==> src/rtl/mem_arb_pkg.sv <==
// Shared types and encodings for the unified instruction/data memory port arbiter.
package mem_arb_pkg;

    typedef enum logic [1:0] {
        IDLE   = 2'd0,
        ACCESS = 2'd1,
        RESP   = 2'd2
    } state_t;

    localparam logic [1:0] OP_IDLE  = 2'b00;
    localparam logic [1:0] OP_READ  = 2'b01;
    localparam logic [1:0] OP_WRITE = 2'b10;

    localparam logic PORT_I = 1'b1;
    localparam logic PORT_D = 1'b0;

endpackage

==> src/rtl/rr_arb2.sv <==
// Two-request arbiter with a one-hot grant, bit PORT_I = instruction, bit PORT_D = data.
// Round-robin when MEM_ARB_RR_EN is defined, otherwise fixed data-port priority.
module rr_arb2
    import mem_arb_pkg::*;
(
    input  logic       clk,
    input  logic       rst,
    input  logic       i_req_inst,
    input  logic       i_req_data,
    input  logic       i_update,
    output logic [1:0] o_gnt
);

`ifdef MEM_ARB_RR_EN
    logic r_last;

    // r_last remembers the most recently granted port; a tie goes to the other one.
    always_ff @(posedge clk) begin
        if (rst) begin
            r_last <= PORT_I;
        end else if (i_update && (i_req_inst || i_req_data)) begin
            r_last <= o_gnt[PORT_I] ? PORT_I : PORT_D;
        end
    end

    always_comb begin
        // NOTE: every always_comb output gets a default first so no path can infer a latch.
        o_gnt = '0;
        if (i_req_inst && i_req_data) begin
            if (r_last == PORT_I) o_gnt[PORT_D] = 1'b1;
            else                  o_gnt[PORT_I] = 1'b1;
        end else begin
            o_gnt[PORT_I] = i_req_inst;
            o_gnt[PORT_D] = i_req_data;
        end
    end
`else
    logic w_unused;
    assign w_unused = clk ^ rst ^ i_update;

    always_comb begin
        o_gnt = '0;
        if (i_req_data) o_gnt[PORT_D] = 1'b1;
        else            o_gnt[PORT_I] = i_req_inst;
    end
`endif

endmodule

==> src/rtl/mem_port_arbiter.sv <==
// Serialises instruction-fetch and load/store requests onto one registered memory port.
// Optional round-robin arbitration is enabled with the MEM_ARB_RR_EN macro.
module mem_port_arbiter
    import mem_arb_pkg::*;
#(
    parameter int N      = 32,
    parameter int ADDR_W = 6
) (
    input  logic         clk,
    input  logic         rst,
    input  logic         i_req,
    input  logic [N-1:0] i_addr,
    output logic         i_ack,
    output logic [N-1:0] i_rdata,
    output logic         i_err,
    input  logic         d_req,
    input  logic         d_we,
    input  logic [N-1:0] d_addr,
    input  logic [N-1:0] d_wdata,
    output logic         d_ack,
    output logic [N-1:0] d_rdata,
    output logic         d_err,
    output logic [N-1:0] mem_addr,
    output logic [N-1:0] mem_wdata,
    output logic [1:0]   mem_op,
    output logic         mem_inst,
    input  logic [N-1:0] mem_rdata
);

    state_t       r_state;
    state_t       w_next;
    logic [1:0]   w_gnt;
    logic         w_any;
    logic         w_sel_inst;
    logic [N-1:0] w_addr;
    logic         w_oor;

    logic         r_port;
    logic         r_i_ack;
    logic         r_i_err;
    logic [N-1:0] r_i_rdata;
    logic         r_d_ack;
    logic         r_d_err;
    logic [N-1:0] r_d_rdata;
    logic [N-1:0] r_mem_addr;
    logic [N-1:0] r_mem_wdata;
    logic [1:0]   r_mem_op;
    logic         r_mem_inst;

    rr_arb2 u_arb (
        .clk        (clk),
        .rst        (rst),
        .i_req_inst (i_req),
        .i_req_data (d_req),
        .i_update   (r_state == IDLE),
        .o_gnt      (w_gnt)
    );

    assign w_any      = i_req | d_req;
    assign w_sel_inst = w_gnt[PORT_I];
    assign w_addr     = w_sel_inst ? i_addr : d_addr;
    assign w_oor      = |w_addr[N-1:ADDR_W];

    always_ff @(posedge clk) begin
        if (rst) r_state <= IDLE;
        else     r_state <= w_next;
    end

    always_comb begin
        w_next = r_state;
        unique case (r_state)
            IDLE:    if (w_any) w_next = w_oor ? RESP : ACCESS;
            ACCESS:  w_next = RESP;
            RESP:    w_next = IDLE;
            default: w_next = IDLE;
        endcase
    end

    // Memory controls are loaded on entry to ACCESS and cleared on leaving it,
    // so mem_op is non-zero for exactly the ACCESS cycle.
    always_ff @(posedge clk) begin
        if (rst) begin
            r_port      <= PORT_D;
            r_i_ack     <= 1'b0;
            r_i_err     <= 1'b0;
            r_i_rdata   <= '0;
            r_d_ack     <= 1'b0;
            r_d_err     <= 1'b0;
            r_d_rdata   <= '0;
            r_mem_addr  <= '0;
            r_mem_wdata <= '0;
            r_mem_op    <= OP_IDLE;
            r_mem_inst  <= 1'b0;
        end else begin
            unique case (r_state)
                IDLE: begin
                    if (w_any) begin
                        r_port <= w_sel_inst;
                        if (w_oor) begin
                            if (w_sel_inst) begin
                                r_i_ack <= 1'b1;
                                r_i_err <= 1'b1;
                            end else begin
                                r_d_ack <= 1'b1;
                                r_d_err <= 1'b1;
                            end
                        end else begin
                            r_mem_addr  <= w_addr;
                            r_mem_wdata <= w_sel_inst ? '0 : d_wdata;
                            r_mem_op    <= (!w_sel_inst && d_we) ? OP_WRITE : OP_READ;
                            r_mem_inst  <= w_sel_inst;
                        end
                    end
                end
                ACCESS: begin
                    r_mem_op <= OP_IDLE;
                    if (r_port == PORT_I) begin
                        r_i_ack   <= 1'b1;
                        r_i_rdata <= mem_rdata;
                    end else begin
                        r_d_ack   <= 1'b1;
                        r_d_rdata <= (r_mem_op == OP_READ) ? mem_rdata : '0;
                    end
                end
                RESP: begin
                    r_i_ack   <= 1'b0;
                    r_i_err   <= 1'b0;
                    r_i_rdata <= '0;
                    r_d_ack   <= 1'b0;
                    r_d_err   <= 1'b0;
                    r_d_rdata <= '0;
                end
                default: r_mem_op <= OP_IDLE;
            endcase
        end
    end

    assign i_ack     = r_i_ack;
    assign i_err     = r_i_err;
    assign i_rdata   = r_i_rdata;
    assign d_ack     = r_d_ack;
    assign d_err     = r_d_err;
    assign d_rdata   = r_d_rdata;
    assign mem_addr  = r_mem_addr;
    assign mem_wdata = r_mem_wdata;
    assign mem_op    = r_mem_op;
    assign mem_inst  = r_mem_inst;

endmodule
==> config.mk <==
export PLATFORM = sky130hd
export DESIGN_NAME = mem_port_arbiter
export DESIGN_NICKNAME = d
export VERILOG_FILES = /design/src/rtl/mem_arb_pkg.sv /design/src/rtl/rr_arb2.sv /design/src/rtl/mem_port_arbiter.sv
export SDC_FILE = /design/constraint.sdc
export NUM_CORES = 1
export LEC_CHECK = 0
export CORE_MARGIN = 2
export CORE_UTILIZATION = 40
export CTS_CLUSTER_SIZE = 20
export DETAILED_ROUTE_END_ITERATION = 6
export PLACE_DENSITY = 0.83
export SETUP_SLACK_MARGIN = 0.5
export SYNTH_ARGS = -nofsm -noshare
export SYNTH_HDL_FRONTEND = slang
export SYNTH_SLANG_ARGS = --single-unit
==> constraint.sdc <==
create_clock -name clk -period 2.9 [get_ports clk]
set_clock_uncertainty 0.05 [all_clocks]
set_input_delay 0.29 -clock clk [delete_from_list [all_inputs] [get_ports clk]]
set_output_delay 0.29 -clock clk [all_outputs]
set_load 0.05 [all_outputs]
# Word level (Yosys, flattened, before mapping)
# Index checks and enable logic that the tools add are counted.
[word_totals] ff_bits=138 latchBits=0 mem_bits_rw=0 mem_bits_ro=0 inputBits=133 out_inout_bits=135 n_memories=0
[classes] addsub=0 mul=0 div_mod_pow=0 magnitude_cmp=0 eq_ne=10 shift=0 mux=27 n_bitwise=3 n_reduce_logical=16
[op_table] operator="32-bit two-way mux" n=5
[op_table] operator="32-bit case mux with 2 select lines" n=2
[op_table] operator="26-bit OR reduction" n=1
[op_table] operator="2-bit != test, second input constant" n=7
[op_table] operator="2-bit two-way mux" n=5
[op_table] operator="5-bit AND reduction" n=2
[op_table] operator="1-bit two-way mux" n=9
[op_table] operator="2-bit case mux with 2 select lines" n=2
[op_table] operator="4-bit AND reduction" n=2
[op_table] operator="1-bit case mux with 3 select lines" n=2
[op_table] operator="2-bit AND reduction" n=3
[op_table] operator="3-bit AND reduction" n=2
[op_table] operator="2-bit by 1-bit == test with 1-bit output, second input constant" n=2
[op_table] operator="1-bit case mux with 2 select lines" n=2
[op_table] operator="2-bit nonzero test" n=2
[op_table] operator="3-bit nonzero test" n=1
[op_table] operator="2-bit == test, second input constant" n=1
[op_table] operator="2-bit logical NOT" n=1
[op_table] operator="1-bit inverter" n=2
[op_table] operator="1-bit logical AND" n=1
[op_table] operator="1-bit logical NOT" n=1
[op_table] operator="1-bit bitwise OR" n=1

# Longest topological paths before layout
# Gate-level depths: netlist of the first run.
[logic_depth] depth_word=7 depth_mapped=8 mapped_depth_nobuf=5

# Cells and area by module
# A second synthesis of the first run with hierarchy kept.
[unflattened] cells_unflattened=564 area_unflattened_um2=5266.3
[by_module_without_submodules] module="mem_port_arbiter" instances=1 cells_each=562 area_per_inst_um2=5245.0
[by_module_without_submodules] module="rr_arb2" instances=1 cells_each=2 area_per_inst_um2=21.3

# Worst setup path before layout of the first run
# Ideal clock, no wire load.
[synth_timing] path_kind="input to register" start="in d_addr[31]" end="reg r_mem_addr[11] (netlist: mem_addr[11])" arrival_ps=1463 required_time_ps=2735 path_slack_ps=1272 cell_stages=7 path_cell_list="nor4_2 -> nand4_4 -> a21boi_4 -> a21oi_2 -> buf_6 -> buf_6 -> and2_1"
[synth_between] elab_chain_len=4
[synth_lines] item="start: declaration" line="mem_port_arbiter.sv:18" rtl="input logic [N-1:0] d_addr,"
[synth_lines] item="32-bit two-way mux" line="mem_port_arbiter.sv:61" rtl="assign w_addr = w_sel_inst ? i_addr : d_addr;"
[synth_lines] item="26-bit OR reduction" line="mem_port_arbiter.sv:62" rtl="assign w_oor = |w_addr[N-1:ADDR_W];"
[synth_lines] item="1-bit inverter (no line)"
[synth_lines] item="3-bit AND reduction (no line)"
[synth_lines] item="end signal: assignment" line="mem_port_arbiter.sv:108" rtl="r_mem_addr <= w_addr;"
[synth_lines] item="end: declaration" line="mem_port_arbiter.sv:45" rtl="logic [N-1:0] r_mem_addr;"
# No other way between the ends.
# A chain may end at the register's enable or synchronous reset.

# Final worst setup path of the first run
[layout_timing] start="reg r_state[1]" end="reg r_d_rdata[6] (netlist: d_rdata[6])"
[layout_between] elab_chain_len=3 elab_cells_between_ends=6 cone_classes="eq/ne (3); mux (1); reduce/logical (2)"
[layout_lines] item="start: declaration" line="mem_port_arbiter.sv:30" rtl="state_t r_state;"
[layout_lines] item="start signal: assignment" line="mem_port_arbiter.sv:66" rtl="else r_state <= w_next;"
[layout_lines] item="2-bit by 1-bit == test with 1-bit output or 2-bit == test (tied branches)" line="mem_port_arbiter.sv:95" rtl="unique case (r_state)"
[layout_lines] item="2-bit != test (no line) or 2-bit nonzero test (tied branches)"
[layout_lines] item="2-bit AND reduction (no line)"
[layout_lines] item="end signal: assignment" line="mem_port_arbiter.sv:122" rtl="r_d_rdata <= (r_mem_op == OP_READ) ? mem_rdata : '0;"
[layout_lines] item="end: declaration" line="mem_port_arbiter.sv:44" rtl="logic [N-1:0] r_d_rdata;"
# Parallel ways exist; a longest one is shown, timed or not.

==> key figures, run 1 <==
Critical path
  – FF-to-FF Start: r_state[1]
  – Critical path endpoint: d_rdata[6]
  – Critical R2R Capture: d_rdata[6]
  – WP buf/inv: 0
  – Startpoint class of the critical path: flip-flop
  – Top cell family by delay on the critical path: compound AO/OA/AOI/OAI gates
  – FF-to-FF path depth: 4
  – Crit end category: flip-flop
  – Max stage delay on crit path: approximately 1.0 ns
  – Critical Path RT: around 3.2 ns
  – CP Class: reg -> reg
  – Crit path from: r_state[1]
  – Crit-path slowest cell: o21a_1
  – Crit path DAT: 2.51 ns
  – Reg2reg setup slack: 0.68 ns
  – Crit path max fanout: 32
  – Crit path cell chain: nand2b_1, o21a_1, a22oi_1, nor2_1
  – CP Depth: 4

STA
  – Setup TNS Final: 0 ns
  – Final Max Slew Viols: 0
  – Tmin final: about 2.2 ns
  – Fin crit share: 76.4%
  – Final WS setup: roughly 0.68 ns
  – RSZ-0062 raised after global routing: false
  – Worst hold slack: 0.379 ns
  – Final hold vios: 0
  – Slew margin rel.: roughly 15%
  – Worst-Margin Slew: 1.27 ns
  – Setup violations, final: 0
  – Fmax: 451 MHz

Clock tree
  – CTS Hold Bufs: 0
  – CTS sink count: 138
  – Worst skew pair latency: 0.41 ns
  – Num CTS Buffers: 17
  – Max Root-Sink Buffers: 2
  – PostCTS Resize Cnt: 0
  – Worst-path clk slew: ~0.060 ns
  – Setup bufs post-CTS: 0
  – CTS tree: yes
  – H-Tree Depth: 4
  – Root buf cell: clkbuf_16

Synth
  – Sequential element share of the synthesized area: 57.3%
  – Cell count after synthesis: 485
  – Syn_nets: 618
  – #FFs+latches synth: around 140
  – Cell taking the most area after synthesis: dfxtp_1
  – Synth unique cells: 36
  – Mean post-synth cell area: 9.94 sq um
  – Post-synth top area share: ~57%
  – Post-Synthesis Cell Area: 4820 sq um
  – Synth warn: 0
  – Largest cells by area after synthesis: dfxtp_1, a22o_1, a22oi_1, a21oi_1, nand3_1

GRT
  – Number of global-route vias before repair: roughly 4700
  – Largest net degree at the start of global routing: 59
  – First-pass GRT wire length: 24400 um
  – GRT Overall Usage: between 20% and 30%
  – Total grt overflow: 0
  – Initial antenna violation count: 0

Pwr
  – Total leakage power: 0.00294 uW
  – Power Dens Cells: 529 nW/um^2
  – VDD IR max: between 0.5 and 0.6 mV

Drt
  – Routed WL per cell: 17.5 um
  – DR iter-0 viols: between 300 and 400
  – Via count of the routed design: 4749
  – DRC viols: 0
  – Routed Antenna Nets: 0
  – DRT Pass-1 Iters: 4
  – WL final: 15800 um
  – Routed vias/inst: ~5.3

Finish
  – Ant diodes: 0
  – Register area: 2760 sq um
  – Commonest cells after routing, fill and taps aside: clkdlybuf4s50_1, dfxtp_1, nand2_1
  – Post-route core utilization: about two thirds
  – Commonest non-fill, non-tap cell in the layout: clkdlybuf4s50_1
  – Multi-input gate area: roughly 1900 sq um
  – Area growth, synth to finish: 68.6%
  – Total Nets Final: between 800 and 900
  – Filler cells: a little under 900
  – Ratio of cells with drive above 1 in the final layout: 6.23%

Floorplan
  – Row count: 40
  – Core area: 11900 sq um
  – Die W: 114 um
  – I/O Pins: 268
  – Die height: 114 um
  – Starting density of the core: 40.5%
  – DIE AREA: 12900 sq um

Placement
  – RePlAce Congestion: 0.873
  – Final HPWL DP: approximately 11000 um
  – Pre-CTS setup slack: 0.443 ns
  – PortBufs: approximately 270

Flow run
  – MaxCap Viol Count: 0

Worst hold path
  – Worst hold path class: in -> reg

Status
  – Run status: complete, no violations
-- synth_stat cells --
| master | instances |
|---|---|
| a211oi_1 | 2 |
| a21boi_4 | 1 |
| a21oi_1 | 41 |
| a21oi_2 | 1 |
| a22o_1 | 32 |
| a22oi_1 | 32 |
| a311oi_1 | 7 |
| a32o_1 | 1 |
| a41oi_1 | 1 |
| and2_1 | 27 |
| and3_1 | 2 |
| buf_1 | 3 |
| buf_2 | 12 |
| buf_4 | 5 |
| buf_6 | 4 |
| clkbuf_1 | 15 |
| dfxtp_1 | 138 |
| inv_1 | 3 |
| mux2i_1 | 8 |
| nand2_1 | 42 |
| nand2b_1 | 4 |
| nand3_1 | 36 |
| nand4_1 | 2 |
| nand4_4 | 1 |
| nor2_1 | 42 |
| nor2b_1 | 1 |
| nor3_1 | 2 |
| nor4_1 | 10 |
| nor4_2 | 2 |
| nor4b_2 | 1 |
| o21a_1 | 1 |
| o22ai_1 | 2 |
| o22ai_2 | 1 |
| o2bb2ai_1 | 1 |
| o31ai_1 | 1 |
| or2_2 | 1 |
-- power breakdown --
part / internal, uW / switching, uW
Clock: 1330 / 756
Sequential: 1900 / 5.70
Combinational: 185 / 130
-- per-layer routing --
| metal | track usage [%] | vias up | part of all wire (%) |
|---|---|---|---|
| met4 | 9.35 | 0 | 2.3 |
| li1 | - | 2253 | - |
| met1 | 28.0 | 2245 | 41 |
| met2 | 40.8 | 217 | 49 |
| met3 | 8.50 | 34 | 7.8 |
| met5 | 0 | - | 0 |
-- worst min-delay path by stage --
stage / cells after the start / endpoint / start
6_report: 2 / d_rdata[23] / rst
5_1_grt: 2 / mem_wdata[19] / d_wdata[19]
4_1_cts: 2 / d_rdata[23] / rst
3_5_place_dp: 1 / mem_addr[24] / mem_addr[24]
3_3_place_gp: 1 / mem_addr[9] / mem_addr[9]
2_1_floorplan: 1 / r_port / d_req
-- per-stage QoR --
step                      instance area, sq um  total power (uW)  cells
final                                     8130              4300    901
after global routing                      8130              4450    901
after CTS                                 8130              4340    901
after floorplan                           4820              2040    485
after detailed placement                  7560              2260    870
after global placement                    7560              2260    870
-- state kept, by name, indices dropped and copies added (netlist names) --
name,count
mem_op,2
mem_wdata,32
d_rdata,32
d_err,1
i_rdata,32
d_ack,1
mem_addr,32
r_state,2
i_ack,1
mem_inst,1
i_err,1
r_port,1
-- final cells by class --
class / count / share of cell area [%]
clock inverter: 7 / 1.12
inverter: 3 / 0.139
tap: 147 / 2.26
sequential: 138 / 34.0
clock buffer: 24 / 5.92
multi-input combinational: 305 / 22.8
timing repair buffer: 277 / 33.7
-- cell families after synthesis --
kind of cell           after synthesis  synth area share [%]
AND/OR/NAND/NOR                    173                  17.9
flip-flops                         138                  57.3
AO/OA/AOI/OAI                      124                  18.6
buffers and inverters               42                  4.59
multiplexers                         8                  1.66
No activity file was read; power rests on OpenSTA's default activity.
==> run 2: changes to the inputs <==
--- a/config.mk
+++ b/config.mk
@@ -6,10 +6,10 @@
 export NUM_CORES = 1
 export LEC_CHECK = 0
 export CORE_MARGIN = 2
-export CORE_UTILIZATION = 40
+export CORE_UTILIZATION = 38
 export CTS_CLUSTER_SIZE = 20
 export DETAILED_ROUTE_END_ITERATION = 6
-export PLACE_DENSITY = 0.83
+export PLACE_DENSITY = 0.79
 export SETUP_SLACK_MARGIN = 0.5
 export SYNTH_ARGS = -nofsm -noshare
 export SYNTH_HDL_FRONTEND = slang
==> constraint.sdc (replaced) <==
create_clock -name clk -period 2.1 [get_ports clk]
set_clock_uncertainty 0.05 [all_clocks]
set_input_delay 0.21 -clock clk [delete_from_list [all_inputs] [get_ports clk]]
set_output_delay 0.21 -clock clk [all_outputs]
set_load 0.05 [all_outputs]
==> run 2 against run 1 <==
Die area up 5.1%. Clock power up 42%. Sequential power up 38%. Sequential share of layout area down 0.97 points. Clock-buffer cell count unchanged. Critical path depth up 5. Via count up 2.2%. Power up 41%. Global-route usage up 0.67 points.
==> key figures, run 2 (synthesized netlist as in run 1, its figures left out) <==
Pwr
  – Switching Power: 1270 uW (+42%)
  – Power Dens Cells: 722 nW/um^2 (+36%)
  – Switching share of power: 21.0% (+0.25 points)
  – Tot Pwr: 6050 uW (+41%)
  – VDD IR max: 0.488 mV (-18%)
  – Internal Power: 4780 uW (+40%)
  – Part of the power in the clock network: 48.7% (+0.4 points)
  – Comb power frac: 7.8% (+0.5 points)
  – Total leakage power: 0.00380 uW (+29%)
  – Sequential Power Share: 43.6% (-0.8 points)

GRT
  – GRT Overall Usage: 24.7% (+0.67 points)
  – Total grt overflow: 0 (unchanged)
  – Initial antenna violation count: 1 (+1)
  – First-pass GRT wire length: 25600 um (+5.1%)
  – Largest net degree at the start of global routing: 68 (+15%)
  – Number of global-route vias before repair: 4870 (+3.6%)

STA
  – Worst-Margin Slew: 0.546 ns (-0.729 ns)
  – RSZ-0062 raised after global routing: true
  – Final Max Slew Viols: 0 (unchanged)
  – Slew margin rel.: 63.7% (+49 points)
  – Final hold vios: 0 (unchanged)
  – Fin crit share: between 70% and 80%
  – Fmax: 600 MHz
  – Setup violations, final: 0 (unchanged)
  – Tmin final: between 1.5 and 2 ns
  – Worst hold slack: 0.141 ns (-0.239 ns)

Critical path
  – CP Class: in -> reg
  – Crit path DAT: 1.91 ns (-0.60 ns)
  – Startpoint class of the critical path: input port
  – Crit path cell chain: clkdlybuf4s50_1, nor4_2, nand3_1, o22ai_2, a21oi_4, buf_12, buf_12, buf_16, a22o_1
  – Crit path max fanout: 7 (-78%)
  – Crit-path most repeated cell: buf_12
  – FF-to-FF path depth: 7 (+3)
  – Crit end category: flip-flop
  – Crit-path slowest cell: clkdlybuf4s50_1
  – Max stage delay on crit path: 0.43 ns (-0.58 ns)
  – Critical Path RT: 2.35 ns (-0.84 ns)

Placement
  – Final HPWL DP: 11600 um (+5.4%)
  – PortBufs: 267 (unchanged)
  – RePlAce Congestion: 0.759 (-13%)

Clock tree
  – Worst skew pair latency: 0.42 ns (about the same)
  – CTS sink count: 138 (unchanged)
  – Max Root-Sink Buffers: 2 (unchanged)
  – Worst-path clk slew: 0.06 ns (about the same)
  – CTS Hold Bufs: 0 (unchanged)
  – H-Tree Depth: 4 (unchanged)
  – Num CTS Buffers: 17 (unchanged)
  – CTS tree: yes
  – Root buf cell: clkbuf_16

Finish
  – Filler cells: 1025 (+16%)
  – Ratio of cells with drive above 1 in the final layout: 12.3% (+6.1 points)
  – Area growth, synth to finish: 73.9%
  – Commonest non-fill, non-tap cell in the layout: dfxtp_1
  – Total Nets Final: 892 (+1.9%)
  – Commonest cells after routing, fill and taps aside: dfxtp_1, dlygate4sd2_1, clkdlybuf4s50_1

Drt
  – Via count of the routed design: 4854 (+2.2%)
  – DRT Pass-1 Iters: 5 (+1)
  – Routed WL per cell: 18.3 um (+4.5%)
  – WL final: 17200 um (+9.5%)
  – Routed vias/inst: 5.14 (-2.4%)
  – DR iter-0 viols: 298 (-23%)
  – DRC viols: 0 (unchanged)
  – Routed Antenna Nets: 0 (unchanged)

Floorplan
  – Starting density of the core: 38.5% (-2.0 points)
  – Die W: 117 um (+2.5%)
  – Row count: 41 (+2.5%)
  – DIE AREA: 13600 sq um (+5.1%)
  – Core area: 12500 sq um (+5.1%)
  – Die height: 117 um (+2.5%)
  – I/O Pins: 268 (unchanged)

Status
  – Run status: complete, no violations

Worst hold path
  – Worst hold path class: in -> reg
  – Hold path depth: 2 (unchanged)

Flow run
  – MaxCap Viol Count: 0 (unchanged)
-- run 2: area by class of cell --
cell class                 instances  area [sq um]  area share [%]
clock buffer                      24           502            5.98
inverter                           3          11.3           0.134
clock inverter                     7          88.8            1.06
tap                              172           215            2.57
multi-input combinational        305          1960            23.4
timing repair buffer             294          2840            33.8
antenna                            1          2.50          0.0298
sequential                       138          2770            33.0
-- run 2: worst paths after layout --
path	from	endpoint	slack, ns
setup / recovery	i_addr[22]	mem_wdata[14]	0.43
hold / removal	rst	mem_addr[1]	0.14
setup reg to reg	r_state[0]	mem_wdata[14]	0.47
hold reg to reg	mem_addr[13]	mem_addr[13]	0.40
-- run 2: power groups by stage --
stage	clock [uW]	combinational, uW	sequential [uW]
after CTS	2980	454	2640
after global placement	0	443	2690
after floorplan	0	110	2710
final	2950	469	2640
after detailed placement	0	449	2690
after global routing	3110	496	2640
-- run 2: layer usage --
metal | track usage [%] | wire, um
met5 | 0 | 0
met4 | 11.1 | 426
met3 | 9.55 | 1540
met2 | 42.1 | 8550
met1 | 27.5 | 6730
-- run 2: metrics by stage --
step / utilization, % / instance area [sq um] / setup TNS (ns) / instances / worst slack, ns
6_report: 67.0 / 8390 / 0 / 944 / 0.433
5_1_grt: 67.0 / 8390 / 0 / 944 / 0.419
4_1_cts: 65.8 / 8240 / 0 / 940 / 0.431
3_5_place_dp: 61.6 / 7710 / -0.316 / 903 / -0.0348
3_3_place_gp: 61.6 / 7710 / 0 / 903 / 0.0161
2_1_floorplan: - / 4820 / 0 / 485 / 0.540
-- run 2: repair_timing --
action                     in CTS  in global routing
hold endpoints to repair        0                  0
pin swaps                      11                 25
setup endpoints to repair     246                134
setup buffers                   3                  3
cloned                          3                  0
resized for setup             188                 90
-- run 2: worst max-delay path, delay by kind of cell --
| family | cells | cell delay (ns) |
|---|---|---|
| AND/OR/NAND/NOR | 2 | 0.33 |
| AO/OA/AOI/OAI | 3 | 0.52 |
| buffers and inverters | 4 | 0.84 |
